$ cat src/rtl/note_recorder.sv
// rtl/note_recorder.sv - record/replay sequencer for the key pattern feeding the sound generator
//
// Purpose: passes the live pattern P = {high, low, key} through with one cycle
// of latency. While record_en is high it stores each stable pattern together
// with its hold time (in prescaler ticks). A replay pulse plays the stored
// sequence back with the original timing.
//
// Ports:
//   sys_CLK, sys_RST            clock, asynchronous active-high reset
//   key, high, low              live keyboard pattern
//   record_en                   level, high requests recording
//   replay                      single-cycle playback start / restart pulse
//   out_key, out_high, out_low  pattern to the sound generator (registered)
//   recording, playing          state flags (registered)
//   full, count                 buffer occupancy

module note_recorder #(
   parameter int DEPTH    = 32,
   parameter int DUR_W    = 12,
   parameter int TICK_DIV = 500000
) (
   input  logic                   sys_CLK,
   input  logic                   sys_RST,
   input  logic [6:0]             key,
   input  logic                   high,
   input  logic                   low,
   input  logic                   record_en,
   input  logic                   replay,
   output logic [6:0]             out_key,
   output logic                   out_high,
   output logic                   out_low,
   output logic                   recording,
   output logic                   playing,
   output logic                   full,
   output logic [$clog2(DEPTH):0] count
);

   localparam int AW = $clog2(DEPTH);
   localparam int PW = (TICK_DIV > 1) ? $clog2(TICK_DIV) : 1;
   localparam logic [DUR_W-1:0] DUR_MAX = '1;
   localparam logic [AW:0]      DEPTH_C = (AW+1)'(DEPTH);

   typedef enum logic [1:0] {IDLE, REC, PLAY} state_t;

   state_t               state;
   state_t               state_nxt;

   logic [8:0]           live_p;
   logic [PW-1:0]        presc;
   logic                 tick;
   logic                 enter;

   logic [8:0]           seg_p;
   logic [DUR_W-1:0]     seg_dur;
   logic [DUR_W-1:0]     close_dur;
   logic                 seg_close;
   logic                 wr_en;

   logic [8+DUR_W:0]     mem [DEPTH];
   logic [AW-1:0]        idx;
   logic [AW-1:0]        rd_idx;
   logic [8+DUR_W:0]     rd_word;
   logic [DUR_W-1:0]     remain;
   logic                 play_start;
   logic                 expire;
   logic                 last;

   logic [8:0]           out_p_nxt;
   logic                 recording_nxt;
   logic                 playing_nxt;

   assign live_p = {high, low, key};

   // ---------------- prescaler ----------------
   assign tick  = (presc == PW'(TICK_DIV - 1));
   // A replay during PLAY counts as a fresh entry so the restarted entry 0
   // gets its full duration.
   assign enter = (state_nxt != state) || (state == PLAY && replay);

   always_ff @(posedge sys_CLK or posedge sys_RST) begin
      if (sys_RST)
         presc <= '0;
      else if (enter || tick)
         presc <= '0;
      else
         presc <= presc + 1'b1;
   end

   // ---------------- recording ----------------
   // A tick landing on the closing cycle belongs to the segment being closed.
   assign close_dur = (tick && seg_dur != DUR_MAX) ? seg_dur + 1'b1 : seg_dur;
   assign seg_close = (state == REC) &&
                      ((live_p != seg_p) || !record_en || (tick && seg_dur == DUR_MAX));
   assign wr_en     = seg_close && (close_dur != '0) && !full;

   always_ff @(posedge sys_CLK or posedge sys_RST) begin
      if (sys_RST) begin
         seg_p   <= '0;
         seg_dur <= '0;
      end else if (state != REC || seg_close) begin
         // Outside REC the segment tracks the live pattern, so REC entry
         // starts with the pattern sampled alongside record_en.
         seg_p   <= live_p;
         seg_dur <= '0;
      end else if (tick) begin
         seg_dur <= close_dur;
      end
   end

   always_ff @(posedge sys_CLK) begin
      if (wr_en)
         mem[count[AW-1:0]] <= {seg_p, close_dur};
   end

   always_ff @(posedge sys_CLK or posedge sys_RST) begin
      if (sys_RST) begin
         count <= '0;
         full  <= 1'b0;
      end else if (state == IDLE && record_en) begin
         count <= '0;
         full  <= 1'b0;
      end else if (wr_en) begin
         count <= count + 1'b1;
         full  <= (count + 1'b1 == DEPTH_C);
      end
   end

   // ---------------- playback ----------------
   assign play_start = replay &&
                       ((state == IDLE && !record_en && count != '0) || state == PLAY);
   assign expire     = (state == PLAY) && tick && (remain == DUR_W'(1));
   assign last       = ({1'b0, idx} == count - 1'b1);
   assign rd_idx     = play_start ? '0 : idx + 1'b1;
   assign rd_word    = mem[rd_idx];

   always_ff @(posedge sys_CLK or posedge sys_RST) begin
      if (sys_RST) begin
         idx    <= '0;
         remain <= '0;
      end else if (play_start) begin
         idx    <= '0;
         remain <= rd_word[DUR_W-1:0];
      end else if (expire && !last) begin
         idx    <= idx + 1'b1;
         remain <= rd_word[DUR_W-1:0];
      end else if (state == PLAY && tick) begin
         remain <= remain - 1'b1;
      end
   end

   // ---------------- FSM ----------------
   always_ff @(posedge sys_CLK or posedge sys_RST) begin
      if (sys_RST)
         state <= IDLE;
      else
         state <= state_nxt;
   end

   always_comb begin
      state_nxt = state;
      case (state)
         IDLE: begin
            if (record_en)
               state_nxt = REC;
            else if (replay && count != '0)
               state_nxt = PLAY;
         end
         REC: begin
            if (!record_en)
               state_nxt = IDLE;
         end
         PLAY: begin
            if (!replay && expire && last)
               state_nxt = IDLE;
         end
         default: state_nxt = IDLE;
      endcase
   end

   // Next values of the registered outputs.
   always_comb begin
      out_p_nxt     = live_p;
      recording_nxt = (state_nxt == REC);
      playing_nxt   = (state_nxt == PLAY);
      if (state_nxt == PLAY) begin
         if (play_start || expire)
            out_p_nxt = rd_word[8+DUR_W:DUR_W];
         else
            out_p_nxt = {out_high, out_low, out_key};
      end
   end

   always_ff @(posedge sys_CLK or posedge sys_RST) begin
      if (sys_RST) begin
         out_key   <= '0;
         out_high  <= 1'b0;
         out_low   <= 1'b0;
         recording <= 1'b0;
         playing   <= 1'b0;
      end else begin
         {out_high, out_low, out_key} <= out_p_nxt;
         recording <= recording_nxt;
         playing   <= playing_nxt;
      end
   end

endmodule

$ cat config.mk
export PLATFORM = sky130hd
export DESIGN_NAME = note_recorder
export DESIGN_NICKNAME = d
export VERILOG_FILES = /design/src/rtl/note_recorder.sv
export SDC_FILE = /design/constraint.sdc
export NUM_CORES = 1
export LEC_CHECK = 0
export BUFFER_PORTS_ARGS = -buffer_cell sky130_fd_sc_hd__clkbuf_2
export CORE_MARGIN = 1.5
export CORE_UTILIZATION = 60
export CTS_BUF_LIST = sky130_fd_sc_hd__clkbuf_4 sky130_fd_sc_hd__clkbuf_8
export CTS_CLUSTER_DIAMETER = 60
export CTS_CLUSTER_SIZE = 16
export DETAILED_ROUTE_END_ITERATION = 8
export PLACE_DENSITY = 0.75
export SETUP_SLACK_MARGIN = 0.3
export SLEW_MARGIN = 20
export SYNTH_ARGS = -nofsm -noshare
export SYNTH_HDL_FRONTEND = slang
export SYNTH_SLANG_ARGS = --single-unit
$ cat constraint.sdc
create_clock -name sys_CLK -period 6.29 [get_ports sys_CLK]
set_input_delay 0.629 -clock sys_CLK [delete_from_list [all_inputs] [get_ports sys_CLK]]
set_output_delay 0.629 -clock sys_CLK [all_outputs]
set_load 0.01 [all_outputs]
==> run summary <==
Critical path arrival = 4.85 ns
WP data required = 6.71 ns
Post-DP HPWL = 53.8 mm
Async S/R FF share, synth = 0.103
Hold_sp = low
P_leak = 11.8 nW
Syn Inst Count = 2178
RSZ-0062 raised after global routing = no
Rel. slew slack = 0.193
Yosys cell types = 88
R2r startpoint = presc[6]
Area post-placement = 32200 um2
Most frequent cells in the layout = edfxtp_1 (672), nand2_1 (235), nor2_1 (116)
Initial core utilization = 0.611
Post-Syn Nets = 2201
Vias per cell = 6.97
Num CTS Buffers = 55
Clock-pin slew on the worst setup and hold paths = 0.10 ns
CP max FO = 12
Detailed Route Iter0 Violations = 3069
DRT Pass-1 Iters = 6
Hold Crit Class = in2reg
Die span in y = 229 um
Share of cells above drive strength 1 = 0.145
Sequential cell area fraction in the yosys report = 0.718
ANT cells = 0
CTS resizes = 0
Worst Setup SP = presc[6]
Gpl congestion = 0.970
Slew @ Worst Pin = 1.20 ns
Crit Path Class = reg2reg
GRT Total Usage = 0.335
Final period utilization = 0.705
Setup bufs post-CTS = 0
Synth Flop Type = edfxtp_1
Cts hold-fix bufs = 0
Fin cells = 2913
DR vias = 20.3k
Final slew viol count = 0
Most common cell after layout, fill and taps aside = edfxtp_1
GRT overflow = 0
Worst setup EP type = register
Pwr dens = 257 nW/um2
Fin Clk Skew = 0.0281 ns
DR WL/cell = 30.0 um
FP Rows = 82
Maximum vdd drop = 0.200 mV
Hold EP = seg_p[7]
Reg-to-reg endpoint = mem[6][7]
Post-Place Cells = 2821
Die Width = 229 um
Routed wire length = 87.4 mm
Core ar. = 50400 um2
Final setup fails = 0
Remaining DRCs = 0
CTS tree = done
Synthesis warning total = 0
Vias in the first global route = 19.3k
Final hold violation count = 0
CTS Sinks = 749
Die area = 52700 um2
Synthesis-to-layout area growth = 8.28%
Initial antenna violation count = 0
Worst skew pair latency = 0.72 ns
PortBufs = 30
Final Instance Area = 33300 um2
R2R setup slack = 1.85 ns
H-tree levels = 2
Mapped cell area = 30800 um2
Final min period = 4.44 ns
Hold path depth = 1
Antenna Violating Nets Remaining = 0
Startpoint types = register
Fin Setup TNS = 0 ns
Yosys reg bits = 749
Layout fillers = 3500
Clk buf depth = 3
Count of max-cap constraint violations = 0
Root Buffer = clkbuf_8
Post-layout nets = 2229
R2R cell count = 10
First-pass GRT wire length = 129 mm
Num ports = 31
Largest net degree at the start of global routing = 78
Status = finished, final reports clean
Hold slack = 0.0639 ns
Post-synth EDFFs = 672
Max Clock Freq = 0.225 GHz
Syn_area_per_cell = 14.1 um2
-- cell usage after synthesis (22+ instances only) --
| master | count | area share |
|---|---|---|
| a211oi_1 | 30 | 0.0073 |
| a21oi_1 | 88 | 0.014 |
| a221oi_1 | 32 | 0.0091 |
| a31oi_1 | 30 | 0.0061 |
| buf_2 | 50 | 0.0081 |
| clkbuf_1 | 77 | 0.0094 |
| dfrtp_1 | 77 | 0.063 |
| edfxtp_1 | 672 | 0.66 |
| mux2i_1 | 52 | 0.017 |
| nand2_1 | 237 | 0.029 |
| nand3_1 | 61 | 0.0099 |
| nor2_1 | 152 | 0.019 |
| nor2b_1 | 25 | 0.0051 |
| nor3_1 | 67 | 0.011 |
| o21ai_0 | 84 | 0.014 |
| o22ai_1 | 22 | 0.0045 |
| xnor2_1 | 37 | 0.011 |
| xor2_1 | 22 | 0.0063 |
-- through the flow --
stage | util | power [W] | setup slack [ns]
after global placement | 0.637 | 0.00605 | 1.95
after detailed placement | 0.640 | 0.00606 | 1.98
final | 0.662 | 0.00855 | 1.85
after CTS | 0.661 | 0.00854 | 1.93
after floorplan | - | 0.00585 | 2.94
after global routing | 0.662 | 0.00875 | 1.71
-- critical path: stages, from the launching register on --
cell	delay (ns)
dfrtp_1	0.44
nor4b_1	0.40
nand4_1	0.32
nor2_1	0.59
a211o_1	0.21
nand2_1	0.05
a31oi_1	0.16
buf_4	0.20
nand2_1	0.43
nor2_2	0.93
buf_4	0.38
-- routing by layer --
| metal | part of all wire | GRT usage | vias to the layer above |
|---|---|---|---|
| met2 | 0.45 | 0.503 | 1578 |
| li1 | - | - | 8431 |
| met1 | 0.37 | 0.475 | 10053 |
| met5 | 0 | 0 | - |
| met3 | 0.14 | 0.0918 | 251 |
| met4 | 0.040 | 0.119 | 0 |
-- cell families (layout without fill, tap and decap cells) --
group / count (synthesis) / after routing / share of synthesized area
DFF: 749 / 749 / 0.718
and+or+nand+nor: 659 / 659 / 0.100
AOI/OAI and AO/OA: 459 / 459 / 0.103
buffers and inverters: 158 / 221 / 0.0223
muxes: 84 / 84 / 0.0348
xor gates and xnor gates: 59 / 59 / 0.0168
adders and majority gates: 10 / 10 / 0.00407
-- state kept, by name, summed over array words and instances, names as in the netlist, 2 cells and up --
| name | cells |
|---|---|
| remain | 12 |
| out_key | 7 |
| mem | 672 |
| seg_dur | 12 |
| seg_p | 9 |
| idx | 5 |
| presc | 19 |
| state | 2 |
| count | 6 |
-- layout make-up --
class | instances | area (um2) | share of cell area
clock buffers | 80 | 957 | 0.0287
clock inverters | 12 | 113 | 0.00338
inverters | 15 | 57.6 | 0.00173
multi-input cells | 1271 | 8370 | 0.251
flip-flops and latches | 749 | 22100 | 0.664
well taps | 672 | 841 | 0.0252
repair buffers | 114 | 870 | 0.0261
-- report_power, final --
part           total [W]  leakage, nW  internal (W)  switching [W]
Combinational   0.000556         3.21      0.000167       0.000389
Clock            0.00258        0.558       0.00103        0.00156
Sequential       0.00541         8.05       0.00538      0.0000309
-- worst max path at each step --
stage / end / cells past startpoint / slack (ns)
finish: mem[6][7] / 10 / 1.85
detailed placement: mem[22][9] / 10 / 1.98
global route: mem[22][11] / 10 / 1.71
global placement: mem[3][2] / 9 / 1.95
floorplan: mem[14][0] / 11 / 2.94
CTS: mem[22][9] / 10 / 1.93
Note: power is estimated with default switching activity, not from simulation.
